`config.mk`:
```
export PLATFORM = sky130hd
export DESIGN_NAME = x2050pswstore
export DESIGN_NICKNAME = d
export VERILOG_FILES = /design/src/rtl/x2050pswstore_pkg.sv /design/src/rtl/x2050pswfmt.sv /design/src/rtl/x2050pswstore.sv
export SDC_FILE = /design/constraint.sdc
export NUM_CORES = 1
export LEC_CHECK = 0
export ABC_AREA = 1
export BUFFER_PORTS_ARGS = -buffer_cell sky130_fd_sc_hd__buf_2
export CORE_MARGIN = 8
export CORE_UTILIZATION = 48
export CTS_CLUSTER_SIZE = 25
export DETAILED_ROUTE_END_ITERATION = 8
export PLACE_DENSITY = 0.78
export SYNTH_ARGS = -nofsm -noshare
export SYNTH_HDL_FRONTEND = slang
export SYNTH_SLANG_ARGS = --single-unit
```
`constraint.sdc`:
```
create_clock -name i_clk -period 1.9 [get_ports i_clk]
set_clock_uncertainty 0.1 [all_clocks]
set_input_delay 0.095 -clock i_clk [delete_from_list [all_inputs] [get_ports i_clk]]
set_output_delay 0.095 -clock i_clk [all_outputs]
set_load 0.005 [all_outputs]
```
`src/rtl/x2050pswstore_pkg.sv`:
```
// rtl/x2050pswstore_pkg.sv - shared 2050 PSW classes, addresses, state and field layout
package x2050pkg;

   localparam logic [2:0] CLS_EXT = 3'd0;
   localparam logic [2:0] CLS_SVC = 3'd1;
   localparam logic [2:0] CLS_PGM = 3'd2;
   localparam logic [2:0] CLS_MCK = 3'd3;
   localparam logic [2:0] CLS_IO  = 3'd4;

   localparam int OLD_SVC = 32;
   localparam int OLD_PGM = 40;
   localparam int OLD_MCK = 48;
   localparam int OLD_IO  = 56;

   localparam int NEW_EXT = 88;
   localparam int NEW_SVC = 96;
   localparam int NEW_PGM = 104;
   localparam int NEW_MCK = 112;
   localparam int NEW_IO  = 120;

   typedef enum logic [1:0] {IDLE, W0, W1, DONE} state_t;

   // LSB positions inside each 32-bit PSW word (IBM bit 0 is the MSB)
   localparam int PSW_SYSMASK_LSB = 24;
   localparam int PSW_KEY_LSB     = 20;
   localparam int PSW_AMWP_LSB    = 16;
   localparam int PSW_CODE_LSB    = 0;
   localparam int PSW_ILC_LSB     = 30;
   localparam int PSW_CC_LSB      = 28;
   localparam int PSW_PMASK_LSB   = 24;
   localparam int PSW_IC_LSB      = 0;

   typedef struct packed {
      logic [7:0]  sysmask;
      logic [3:0]  key;
      logic [3:0]  amwp;
      logic [15:0] int_code;
      logic [1:0]  ilc;
      logic [1:0]  cc;
      logic [3:0]  pmask;
      logic [23:0] ic;
   } psw_fields_t;

   function automatic logic class_valid(input logic [2:0] cls);
      return cls <= CLS_IO;
   endfunction

endpackage

```
`src/rtl/x2050pswfmt.sv`:
```
// rtl/x2050pswfmt.sv - combinational packer from PSW fields to the two 360-format words
module x2050pswfmt
   import x2050pkg::*;
(
   input  psw_fields_t f,
   output logic [31:0] word0,
   output logic [31:0] word1
);

   always_comb begin
      word0 = '0;
      word1 = '0;
      word0[PSW_SYSMASK_LSB +: 8] = f.sysmask;
      word0[PSW_KEY_LSB +: 4]     = f.key;
      word0[PSW_AMWP_LSB +: 4]    = f.amwp;
      word0[PSW_CODE_LSB +: 16]   = f.int_code;
      word1[PSW_ILC_LSB +: 2]     = f.ilc;
      word1[PSW_CC_LSB +: 2]      = f.cc;
      word1[PSW_PMASK_LSB +: 4]   = f.pmask;
      word1[PSW_IC_LSB +: 24]     = f.ic;
   end

endmodule

```
`src/rtl/x2050pswstore.sv`:
```
// rtl/x2050pswstore.sv - store-old-PSW sequencer writing the snapshot doubleword
module x2050pswstore
   import x2050pkg::*;
#(
   parameter int ADDR_W  = 24,
   parameter int EXT_OLD = 24
) (
   input  logic              i_clk,
   input  logic              i_reset,
   input  logic              i_ros_advance,
   input  logic              i_start,
   input  logic [2:0]        i_class,
   input  logic [7:0]        i_sysmask,
   input  logic [3:0]        i_key,
   input  logic [3:0]        i_amwp,
   input  logic [15:0]       i_int_code,
   input  logic [1:0]        i_ilc,
   input  logic [1:0]        i_cc,
   input  logic [3:0]        i_pmask,
   input  logic [23:0]       i_ic,
   output logic              o_wr_valid,
   input  logic              i_wr_ready,
   output logic [ADDR_W-1:0] o_wr_addr,
   output logic [31:0]       o_wr_data,
   output logic              o_busy,
   output logic              o_done,
   output logic              o_err
);

   state_t            state, state_nx;
   psw_fields_t       live, snap;
   logic [ADDR_W-1:0] base;
   logic [31:0]       word0, word1;
   logic              take, err_q;

   function automatic logic [ADDR_W-1:0] base_of(input logic [2:0] cls);
      case (cls)
         CLS_EXT: return ADDR_W'(EXT_OLD);
         CLS_SVC: return ADDR_W'(OLD_SVC);
         CLS_PGM: return ADDR_W'(OLD_PGM);
         CLS_MCK: return ADDR_W'(OLD_MCK);
         default: return ADDR_W'(OLD_IO);
      endcase
   endfunction

   assign live = '{sysmask: i_sysmask, key: i_key, amwp: i_amwp, int_code: i_int_code,
                   ilc: i_ilc, cc: i_cc, pmask: i_pmask, ic: i_ic};
   assign take = i_start & i_ros_advance & (state == IDLE);
   assign o_err = err_q;

   x2050pswfmt u_fmt (
      .f     (snap),
      .word0 (word0),
      .word1 (word1)
   );

   always_ff @(posedge i_clk) begin
      if (i_reset) state <= IDLE;
      else         state <= state_nx;
   end

   // Only the snapshot feeds the packer, so live fields may move freely once started
   always_ff @(posedge i_clk) begin
      if (i_reset) begin
         snap  <= '0;
         base  <= '0;
         err_q <= 1'b0;
      end else begin
         err_q <= take & ~class_valid(i_class);
         if (take && class_valid(i_class)) begin
            snap <= live;
            base <= base_of(i_class);
         end
      end
   end

   always_comb begin
      state_nx   = state;
      o_wr_valid = 1'b0;
      o_wr_addr  = '0;
      o_wr_data  = '0;
      o_busy     = 1'b0;
      o_done     = 1'b0;
      case (state)
         IDLE: if (take && class_valid(i_class)) state_nx = W0;
         W0: begin
            o_busy     = 1'b1;
            o_wr_valid = 1'b1;
            o_wr_addr  = base;
            o_wr_data  = word0;
            if (i_wr_ready) state_nx = W1;
         end
         W1: begin
            o_busy     = 1'b1;
            o_wr_valid = 1'b1;
            o_wr_addr  = base + ADDR_W'(4);
            o_wr_data  = word1;
            if (i_wr_ready) state_nx = DONE;
         end
         DONE: begin
            o_busy   = 1'b1;
            o_done   = 1'b1;
            state_nx = IDLE;
         end
         default: state_nx = IDLE;
      endcase
   end

endmodule
```
# ---- Word level (Yosys, flattened, before mapping)
# Cells that the tools add are included.
dict set report word_totals {
  input_bits 72
  output_inout_bits 60
  wordCells 42
  reg_bits 91
}
dict set report classes {
  bitwise_logic 4
  mux 10
  order_cmp 1
  add_sub_neg 1
  n_reduce_logical 6
  eq_ne 9
}
# operator n
set op_table {}
lappend op_table {{$pmux 32 s2} 1}
lappend op_table {{$pmux 24 s2} 1}
lappend op_table {{$add 24x3->24 const B} 1}
lappend op_table {{$pmux 6 s4} 1}
lappend op_table {{$pmux 2 s4} 1}
lappend op_table {{$eq 3x2->1 const B} 2}
lappend op_table {{$mux 2} 3}
lappend op_table {{$eq 2x2->1 const B} 2}
lappend op_table {{$ne 2x2->1 const B} 2}
lappend op_table {{$and 1x1->1} 3}
lappend op_table {{$eq 3x1->1 const B} 1}
lappend op_table {{$le 3x3->1 const B} 1}
lappend op_table {{$logic_not 3->1} 1}
lappend op_table {{$mux 1} 3}
lappend op_table {{$reduce_and 3->1} 1}
lappend op_table {{$reduce_or 3->1} 1}
lappend op_table {{$eq 2x1->1 const B} 1}
lappend op_table {{$logic_not 2->1} 1}
lappend op_table {{$ne 2x1->1 const B} 1}
lappend op_table {{$reduce_or 2->1} 1}
lappend op_table {{$logic_and 1x1->1} 1}
lappend op_table {{$not 1->1} 1}

# ---- Longest topological paths before layout
dict set report depth {
  ltp_word 5
  depth_mapped 10
  depth_no_buf 9
}

# ---- Hierarchy
# From an unflattened synthesis, not the netlist that was laid out.
dict set report hier_totals {
  cells_unflattened 524
  area_unflattened_um2 3688.5
}
# module area_each_um2 cells_each n_inst
set by_module_without_submodules {}
lappend by_module_without_submodules {x2050pswstore 3208.1 460 1}
lappend by_module_without_submodules {x2050pswfmt 480.5 64 1}

# ---- Worst setup path after synthesis
# Ideal clock, no wire load.
dict set report synth_timing {
  path_type {flip-flop to flip-flop}
  start {reg state[0]}
  end {reg snap[0] in the netlist's numbering}
  path_stages_with_launch 11
  t_arrival_ns 1.346
  n_path_buf 2
  path_slack_ns 0.339
  path_cell_list {dfxtp_1 -> inv_1 -> ha_1 -> nand3_1 -> inv_1 -> nand2_2 -> inv_2 -> buf_6 -> buf_6 -> nor2_1 -> nor2_1}
}
dict set report synth_between {
  elab_chain_cells 3
}
# element line
set synth_rtl {}
lappend synth_rtl {{start, declared} x2050pswstore.sv:30} ;# state_t state, state_nx;
lappend synth_rtl {{start signal, assigned} x2050pswstore.sv:59} ;# else state <= state_nx;
lappend synth_rtl {{$logic_not 2->1} x2050pswstore.sv:48} ;# assign take = i_start & i_ros_advance & (state == IDLE);
lappend synth_rtl {{$and 1x1->1} x2050pswstore.sv:48}
lappend synth_rtl {{$logic_and 1x1->1} x2050pswstore.sv:70} ;# if (take && class_valid(i_class)) begin
lappend synth_rtl {{end signal, assigned} x2050pswstore.sv:71} ;# snap <= live;
lappend synth_rtl {{end, declared} x2050pswstore.sv:31} ;# psw_fields_t live, snap;
# No other way between the ends.
# A chain may end at the register's enable or synchronous reset.

# ---- Worst setup path after layout
dict set report layout_timing {
  start {reg state[0]}
  end {out o_wr_data[5]}
}
dict set report layout_between {
  elab_chain_cells 2
}
# element line
set layout_rtl {}
lappend layout_rtl {{$eq 2x2->1 / $eq 2x1->1 (equally long branches)} x2050pswstore.sv:84} ;# case (state)
lappend layout_rtl {{$pmux 32 s2 *} x2050pswstore.sv:84}
lappend layout_rtl {{end, declared} x2050pswstore.sv:24} ;# output logic [31:0] o_wr_data,
# Every way passes the cells marked *; elsewhere a longest branch is shown, timed or not.

==> metrics.md <==
| Metric | Value |
|---|---|
| Outcome | `completed` |
| Critical Path AT | `roughly 1600 ps` |
| Slowest CP cell | `dfxtp_4` |
| GRT Residual Overflow | `0` |
| CP Cell Sequence | `inv_2 > ha_4 > inv_1 > buf_6 > a21oi_1 > buf_2` |
| Post-synthesis sequential area ratio | `0.438` |
| Syn Inst Count | `460` |
| Vias in the first global route | `3398` |
| H-tree levels | `3` |
| Post-place setup slack | `134 ps` |
| Most common cell after layout, fill and taps aside | `nor2_1` |
| Worst-Skew Late Latency | `~330 ps` |
| Setup_tns | `0 ps` |
| First drt pass iteration count | `5` |
| Largest net degree at the start of global routing | `55` |
| Placer Congestion | `0.869` |
| Final Util | `0.726` |
| Final Routed Wirelength | `10300 um` |
| Initial Util | `0.501` |
| Area Growth Syn to Fin | `44.9%` |
| CTS tree | `built` |
| DR DRC count | `0` |
| FP Rows | `29` |
| Max-cap violations | `0` |
| Hold Crit Start | `i_class[1]` |
| Post-Place Cells | `627` |
| R2R depth | `9` |
| R2r startpoint | `state[0]` |
| Yosys reg bits | `70` |
| Routed Antenna Nets | `0` |
| Postcts setup bufs | `0` |
| P per Cell Area | `around 920 nW/um2` |
| Routed wire per std cell | `~15 um` |
| Crit Path Class | `flop to primary output` |
| Crit. Startpoint | `state[0]` |
| Die Y | `between 90 and 100 um` |
| Hold depth | `5` |
| Maximum fanout along the worst path | `21` |
| CP Launch Type | `flop` |
| Root Driver | `clkbuf_8` |
| Final #Nets | `706` |
| Die area | `9540 um2` |
| Fin cells | `708` |
| Commonest non-fill, non-tap cells in the layout | `136 x nor2_1, 111 x buf_2, 71 x nand2_1` |
| Critical Path RT | `1700 ps` |
| Buffers added on ports | `111` |
| Clock Pin Slew Worst Setup and Hold Paths | `approximately 70 ps` |
| Filler cell count | `506` |
| Max stage delay on crit path | `380 ps` |
| Initial drt markers | `262` |
| Avg Cell Area, Syn | `slightly below 7 um2` |
| P_leak | `about 2 nW` |
| Via-to-Cell Ratio | `about 5` |
| Routed via count | `3520` |
| Final Hold Viols | `0` |
| Core area | `6390 um2` |
| HPWL Detailed | `6170 um` |
| Max Slew Vio Count | `0` |
| First-pass GRT wire length | `16700 um` |
| Fin Hold WS | `68.4 ps` |
| Share of cells above drive strength 1 | `0.238` |
| Overall Global Routing Usage | `0.209` |
| Initial antenna violation count | `1` |
| Chip width | `97.7 um` |
| Crit path time final | `1830 ps` |
| Post-synthesis cell area | `3200 um2` |
| Worst hold path class | `input port to flop` |
| Fin crit share | `0.961` |
| Final setup viols | `0` |
| Post-route setup slack | `74.2 ps` |
| Clock Path Buffers | `2` |
| Critical path capture point type | `primary output` |
| Number of CTS-inserted buffers | `9` |
| Distinct cells, synth | `21` |
| VDD IR-drop max | `0.742 mV` |
| Yosys warns | `0` |
| Highest clock rate | `around 550 MHz` |
| Io pins | `132` |
| Clock sink count | `70` |
==> cell type report <==
class | instances | area [um2] | area share
Tap cell | 77 | 96.3 | 0.0208
Clock inverter | 2 | 10.0 | 0.00216
Clock buffer | 11 | 151 | 0.0326
Multi-Input combinational cell | 345 | 1550 | 0.334
Sequential cell | 70 | 1410 | 0.304
Timing Repair Buffer | 190 | 1380 | 0.297
Antenna cell | 1 | 2.50 | 0.000540
Inverter | 12 | 45.0 | 0.00971
==> power breakdown <==
group	total, mW	switching (mW)	internal, mW	leakage, nW
sequential	1.80	0.119	1.68	0.573
clock	1.03	0.508	0.519	0.0869
combinational	1.44	0.844	0.591	1.37
==> cell usage after synthesis <==
cell type	count	area share
nor2_1	136	0.16
nand2_1	71	0.083
dfxtp_1	70	0.44
o21ai_0	57	0.089
a21oi_1	36	0.056
buf_4	20	0.047
clkbuf_1	15	0.018
inv_1	11	0.013
o21ai_1	10	0.016
buf_6	7	0.025
ha_1	6	0.023
buf_2	5	0.0078
nand3_1	4	0.0063
buf_1	3	0.0035
clkbuf_2	2	0.0031
nor3_1	2	0.0031
conb_1	1	0.0012
inv_2	1	0.0012
nand2_2	1	0.0020
o21ai_2	1	0.0027
o21bai_1	1	0.0023
==> path summary, 6_finish.rpt <==
kind,to,slack [ps]
worst min-delay path,base[5],70
worst max-delay path,o_wr_data[5],70
worst max register to register,snap[4],150
worst min register to register,base[3],380
==> what timing repair did <==
item / 4_1_cts / 5_1_grt
hold endpoints to repair: 67 / 0
hold buffers: 67 / 0
resized for setup: 9 / 12
setup endpoints to repair: 32 / 61
==> state kept, by name, indices dropped and copies added (netlist names) <==
register  flops
o_err         1
state         2
snap         64
base          3
==> per-stage QoR <==
step / power, mW / instance area, um2
4_1_cts: 4.17 / 4580
2_1_floorplan: 2.61 / 3270
5_1_grt: 4.54 / 4640
6_report: 4.26 / 4640
3_3_place_gp: 2.98 / 3720
3_5_place_dp: 3.01 / 3720
==> critical path: cells and delay by family, from the launching register on <==
family / cells / cell delay (ps)
AOI/OAI and AO/OA: 1 / 170
adders and majority gates: 1 / 280
DFF: 1 / 380
buffers and inverters: 4 / 460
==> kinds of logic after synthesis <==
kind of cell,after synthesis,synth area share
compound gates,105,0.166
fa+ha+maj,6,0.0234
buf+inv,64,0.118
flops,70,0.438
other cells,1,0.00117
simple gates,214,0.254
==> routing by layer <==
metal | vias up | share of wire | track usage
met3 | 15 | 0.082 | 0.0669
met2 | 149 | 0.50 | 0.352
li1 | 1755 | - | -
met5 | - | 0 | 0
met1 | 1601 | 0.41 | 0.244
met4 | 0 | 0.014 | 0.0699
(Power assumes the default switching activity.)
